==> src/rtl/out_intf_arb_pkg.sv <==
// rtl/out_intf_arb_pkg.sv - shared types and default sizes for the out_intf packet arbiter
package out_intf_arb_pkg;

  localparam int OUT_INTF_NUM_REQ    = 4;
  localparam int OUT_INTF_DATA_WIDTH = 32;

  typedef enum logic {
    IDLE   = 1'b0,
    LOCKED = 1'b1
  } arb_state_t;

  typedef struct packed {
    logic [OUT_INTF_DATA_WIDTH-1:0] data;
    logic                           last;
  } out_beat_t;

endpackage

==> src/rtl/out_intf_rr_picker.sv <==
// rtl/out_intf_rr_picker.sv - combinational round-robin winner search starting after last_grant
module out_intf_rr_picker
  import out_intf_arb_pkg::*;
#(
  parameter int NUM_REQ  = OUT_INTF_NUM_REQ,
  parameter int ID_WIDTH = $clog2(NUM_REQ)
) (
  input  logic [NUM_REQ-1:0]  req_i,
  input  logic [ID_WIDTH-1:0] last_grant_i,
  output logic [ID_WIDTH-1:0] winner_o,
  output logic                any_req_o
);

  logic [NUM_REQ-1:0]  rot;
  logic [ID_WIDTH-1:0] offset;

  // Rotate so the slot after last_grant sits at bit 0, take the lowest set bit, rotate back.
  always_comb begin
    rot    = '0;
    offset = '0;
    for (int k = 0; k < NUM_REQ; k++) begin
      rot[k] = req_i[ID_WIDTH'((int'(last_grant_i) + 1 + k) % NUM_REQ)];
    end
    for (int k = NUM_REQ - 1; k >= 0; k--) begin
      if (rot[k]) offset = ID_WIDTH'(k);
    end
    winner_o  = ID_WIDTH'((int'(last_grant_i) + 1 + int'(offset)) % NUM_REQ);
    any_req_o = |req_i;
  end

endmodule

==> src/rtl/out_intf_arb.sv <==
// rtl/out_intf_arb.sv - packet-locked round-robin arbiter driving the out_intf output register
module out_intf_arb
  import out_intf_arb_pkg::*;
#(
  parameter int NUM_REQ    = OUT_INTF_NUM_REQ,
  parameter int DATA_WIDTH = OUT_INTF_DATA_WIDTH,
  parameter int ID_WIDTH   = $clog2(NUM_REQ)
) (
  input  logic                          clk_i,
  input  logic                          rst_ni,
  input  logic [NUM_REQ-1:0]            req_valid_i,
  input  logic [NUM_REQ*DATA_WIDTH-1:0] req_data_i,
  input  logic [NUM_REQ-1:0]            req_last_i,
  output logic [NUM_REQ-1:0]            req_ready_o,
  output logic                          out_valid_o,
  output logic [DATA_WIDTH-1:0]         out_data_o,
  output logic                          out_last_o,
  input  logic                          out_ready_i,
  output logic [ID_WIDTH-1:0]           grant_id_o,
  output logic                          busy_o,
  output logic [15:0]                   pkt_count_o
);

  arb_state_t          state_q;
  logic [ID_WIDTH-1:0] grant_q;
  logic [ID_WIDTH-1:0] last_grant_q;
  logic [15:0]         pkt_count_q;

  logic                  out_valid_q, out_valid_d;
  logic [DATA_WIDTH-1:0] out_data_q, out_data_d;
  logic                  out_last_q, out_last_d;

  logic [ID_WIDTH-1:0]   winner;
  logic                  any_req;
  logic                  sel_valid;
  logic                  sel_last;
  logic [DATA_WIDTH-1:0] sel_data;
  logic                  slot_free;
  logic                  accept;

  out_intf_rr_picker #(
    .NUM_REQ  (NUM_REQ),
    .ID_WIDTH (ID_WIDTH)
  ) u_picker (
    .req_i        (req_valid_i),
    .last_grant_i (last_grant_q),
    .winner_o     (winner),
    .any_req_o    (any_req)
  );

  // Pull the grantee's beat out of the flattened request bus.
  always_comb begin
    sel_valid = 1'b0;
    sel_last  = 1'b0;
    sel_data  = '0;
    for (int i = 0; i < NUM_REQ; i++) begin
      if (grant_q == ID_WIDTH'(i)) begin
        sel_valid = req_valid_i[i];
        sel_last  = req_last_i[i];
        sel_data  = req_data_i[i*DATA_WIDTH +: DATA_WIDTH];
      end
    end
  end

  assign slot_free = !out_valid_q || out_ready_i;
  assign accept    = (state_q == LOCKED) && sel_valid && slot_free;

  // Only the grantee sees ready, and only when the output slot can take a beat.
  always_comb begin
    req_ready_o = '0;
    if (state_q == LOCKED) req_ready_o[grant_q] = slot_free;
  end

  // A loaded beat overwrites the slot (no bubble); otherwise a downstream accept empties it.
  always_comb begin
    out_valid_d = out_valid_q;
    out_data_d  = out_data_q;
    out_last_d  = out_last_q;
    if (accept) begin
      out_valid_d = 1'b1;
      out_data_d  = sel_data;
      out_last_d  = sel_last;
    end else if (out_ready_i) begin
      out_valid_d = 1'b0;
    end
  end

  // Output register stage.
  always_ff @(posedge clk_i or negedge rst_ni) begin
    if (!rst_ni) begin
      out_valid_q <= 1'b0;
      out_data_q  <= '0;
      out_last_q  <= 1'b0;
    end else begin
      out_valid_q <= out_valid_d;
      out_data_q  <= out_data_d;
      out_last_q  <= out_last_d;
    end
  end

  // Arbitration FSM: lock onto a winner in IDLE, release on the accepted last beat.
  always_ff @(posedge clk_i or negedge rst_ni) begin
    if (!rst_ni) begin
      state_q      <= IDLE;
      grant_q      <= '0;
      last_grant_q <= ID_WIDTH'(NUM_REQ - 1);
      pkt_count_q  <= '0;
    end else begin
      case (state_q)
        IDLE: begin
          if (any_req) begin
            grant_q <= winner;
            state_q <= LOCKED;
          end
        end
        LOCKED: begin
          if (accept && sel_last) begin
            state_q      <= IDLE;
            last_grant_q <= grant_q;
            pkt_count_q  <= pkt_count_q + 16'd1;
          end
        end
      endcase
    end
  end

  assign out_valid_o = out_valid_q;
  assign out_data_o  = out_data_q;
  assign out_last_o  = out_last_q;
  assign grant_id_o  = grant_q;
  assign busy_o      = (state_q == LOCKED);
  assign pkt_count_o = pkt_count_q;

endmodule

==> config.mk <==
export PLATFORM = sky130hd
export DESIGN_NAME = out_intf_arb
export DESIGN_NICKNAME = d
export VERILOG_FILES = /design/src/rtl/out_intf_arb_pkg.sv /design/src/rtl/out_intf_rr_picker.sv /design/src/rtl/out_intf_arb.sv
export SDC_FILE = /design/constraint.sdc
export NUM_CORES = 1
export LEC_CHECK = 0
export CAP_MARGIN = 20
export CELL_PAD_IN_SITES_DETAIL_PLACEMENT = 0
export CELL_PAD_IN_SITES_GLOBAL_PLACEMENT = 1
export CORE_UTILIZATION = 29
export DETAILED_ROUTE_END_ITERATION = 10
export HOLD_SLACK_MARGIN = 0.02
export PLACE_DENSITY_LB_ADDON = 0.1
export SLEW_MARGIN = 40
export SYNTH_ARGS = -nofsm -noshare
export SYNTH_HDL_FRONTEND = slang
export SYNTH_SLANG_ARGS = --single-unit
==> constraint.sdc <==
create_clock -name clk_i -period 2.91 [get_ports clk_i]
set_input_delay 0.582 -clock clk_i [delete_from_list [all_inputs] [get_ports clk_i]]
set_output_delay 0.582 -clock clk_i [all_outputs]
set_load 0.02 [all_outputs]
==> flow_summary.ini <==
[status]
status = completed

[power]
power-per-cell-area_nw_per_um2 = 912
ir_drop_uv = 432
p_int_mw = 3.25
power_switching_mw = 1.87
clkPwrFrac_pct = 15.1
swShare_pct = 36.6
seqPwrFrac_pct = 27.0
p_total_mw = 5.12
power.leakage_nw = 2.21
pwr-share-comb_pct = 57.9

[cts]
clkTransAtPathRegs_ps = 70
cts_setup_buffers = 0
numCtsBuffers = 5
cts_resized = 0
clock-sinks = 55
clockBufferDepth = 2
htree_levels = 2
ctsRootBufferMaster = clkbuf_16
cts_tree = done
postCtsHoldBufs = 0
clock_latency_ps = 290

[worst_setup_path]
criticalPathCategory = input pin to output port
rr_endpoint = out_data_o[9]
cp_max_fo = 3
cp.required_ps = 2330
worstPathArrival_ps = 2080
r2r_slack_ps = 880
crit_path_start_kind = input pin
cp-end-kind = output port
r2r_start = grant_id_o[0]
rr_worst_depth = 4

[route]
ant_nets = 0
first_pass_iters = 4
via_per_inst = 4.85
vias = 2778
finalWirelength_um = 9730
wire_per_inst_um = 17.0
drtIter0Drc = 77
post-route-drc-count = 0

[timing]
slew_headroom_pct = 58.3
drv_slew = 0
skew_ps = 4.02
rsz0062_at_grt = no
worst_slew_pin_slew_ps = 625
setup_viol = 0
clock.fmax_ghz = 0.375
hold_violations = 0
fin_crit_sh_pct = 91.5
tns_ps = 0
fin_crit_ps = 2660

[grt]
antenna_found_initial = 0
grt.overflow.total = 0
grt_start_max_net_pins = 31
grt_pass1_vias = 2902
grt_usage_pct = 16.5
grt_pass1_wl_um = 14600

[synth]
synth_seq_cells = 55
yosys_warnings = 0
syn-cell-area_um2 = 3330
synth_fp_nets = 380
async_flop_share_pct = 100
syn_inst = 239
yosysUniqueCellTypes = 38
yosysSeqAreaShare_pct = 41.4
avgSynthCellArea_um2 = 13.9
synthTopCellsByArea = dfrtp_1 (40%), mux4_2 (23%), mux2_2 (12%), xor2_1 (3.7%), nor3_2 (2.1%)
synth_ff_type = dfrtp_1
synth_area_leader_cell = dfrtp_1
yosysTopAreaCellShare_pct = 39.9
synth-edff-count = 0

[finish]
nets = 573
final_util_pct = 50.9
multi_input_area_um2 = 1810
fillerInstances = 984
layout_common_cells = clkdlybuf4s50_1 (194), dfrtp_1 (51), mux4_2 (34), mux2_2 (34), nand2_1 (15)
drive_gt1_share_pct = 24.2
antenna_cells = 0
area_delta_synth_final_pct = 68.9
final_common_cell = clkdlybuf4s50_1
seq_area_um2 = 1380

[floorplan]
start_util_pct = 30.2
dieWidth_um = 109
die_h_um = 109
rows = 38
ios = 196
die-area_um2 = 11900
coreArea_um2 = 11000

[job]
maxCapViolations = 0

[place]
dp_hpwl_um = 7780
place.gp.congestion = 0.800
io_buffers = 195

[min_path]
hp-class = input pin to asynchronous set/reset pin
area by class of cell:
type / count / area share (%)
multi-input combinational: 161 / 32.2
clock buffer: 5 / 2.23
tap: 140 / 3.12
sequential: 55 / 24.6
clock inverter: 3 / 1.20
inverter: 5 / 0.334
timing repair buffer: 204 / 36.3
state kept, by name, indices dropped and copies added, names as in the netlist:
register / count
out_valid_o: 1
busy_o: 1
pkt_count_o: 16
last_grant_q: 2
out_last_o: 1
grant_id_o: 2
out_data_o: 32
worst max path at each step:
stage	from	endpoint	slack, ps	cells past startpoint
after floorplan	req_valid_i[1]	grant_id_o[1]	750	10
after CTS	out_ready_i	req_ready_o[1]	210	5
after global placement	req_valid_i[1]	grant_id_o[1]	180	10
after global routing	out_ready_i	req_ready_o[0]	120	5
after detailed placement	req_valid_i[1]	grant_id_o[1]	140	10
final	out_ready_i	req_ready_o[1]	250	5
synthesized netlist by cell type (all sizes together), types with 3 or more instances:
master,number
dfrtp,53
mux2,34
mux4,34
nand2,15
xor2,14
buf,13
nor3,10
nor2,8
nand3,7
clkbuf,5
inv,5
nand4,5
nor4,5
nand2b,4
and4,3
o21ai,3
xnor2,3
logic make-up after synthesis:
logic type | synth area share (%)
mux | 34.8
fa+ha+maj | 0.752
flops | 41.4
simple gates | 12.1
xor+xnor | 4.48
buf+inv | 4.14
compound gates | 2.22
power groups by stage:
stage	Clock [mW]	Sequential (mW)	Combinational (mW)
floorplan	0	1.65	1.58
global placement	0	1.39	3.00
detailed placement	0	1.40	3.02
CTS	0.799	1.39	3.02
global route	0.834	1.44	3.18
finish	0.775	1.38	2.96
through the flow:
step / instances / hold WS [ps] / worst slack [ps] / area (um2)
final: 573 / 299 / 246 / 5620
after global routing: 573 / 348 / 115 / 5620
after CTS: 573 / 325 / 209 / 5620
after detailed placement: 565 / 468 / 140 / 5430
after global placement: 565 / 460 / 178 / 5430
after floorplan: 239 / 286 / 747 / 3330
worst max-delay path, cell delays in order:
cell and delay (ps):
clkdlybuf4s50_1 450, nand2b_1 180, nand2_1 90, nor3_1 150, clkdlybuf4s50_1 630
layer usage:
layer	GRT usage (%)	wire length [um]	part of all wire (%)	vias up
met2	30.0	5330	55	103
met4	3.86	82	0.84	0
met3	4.90	746	7.7	6
met1	18.7	3570	37	1374
li1	-	-	-	1295
met5	0	0	0	-
No activity file was read; power rests on OpenSTA's default activity.
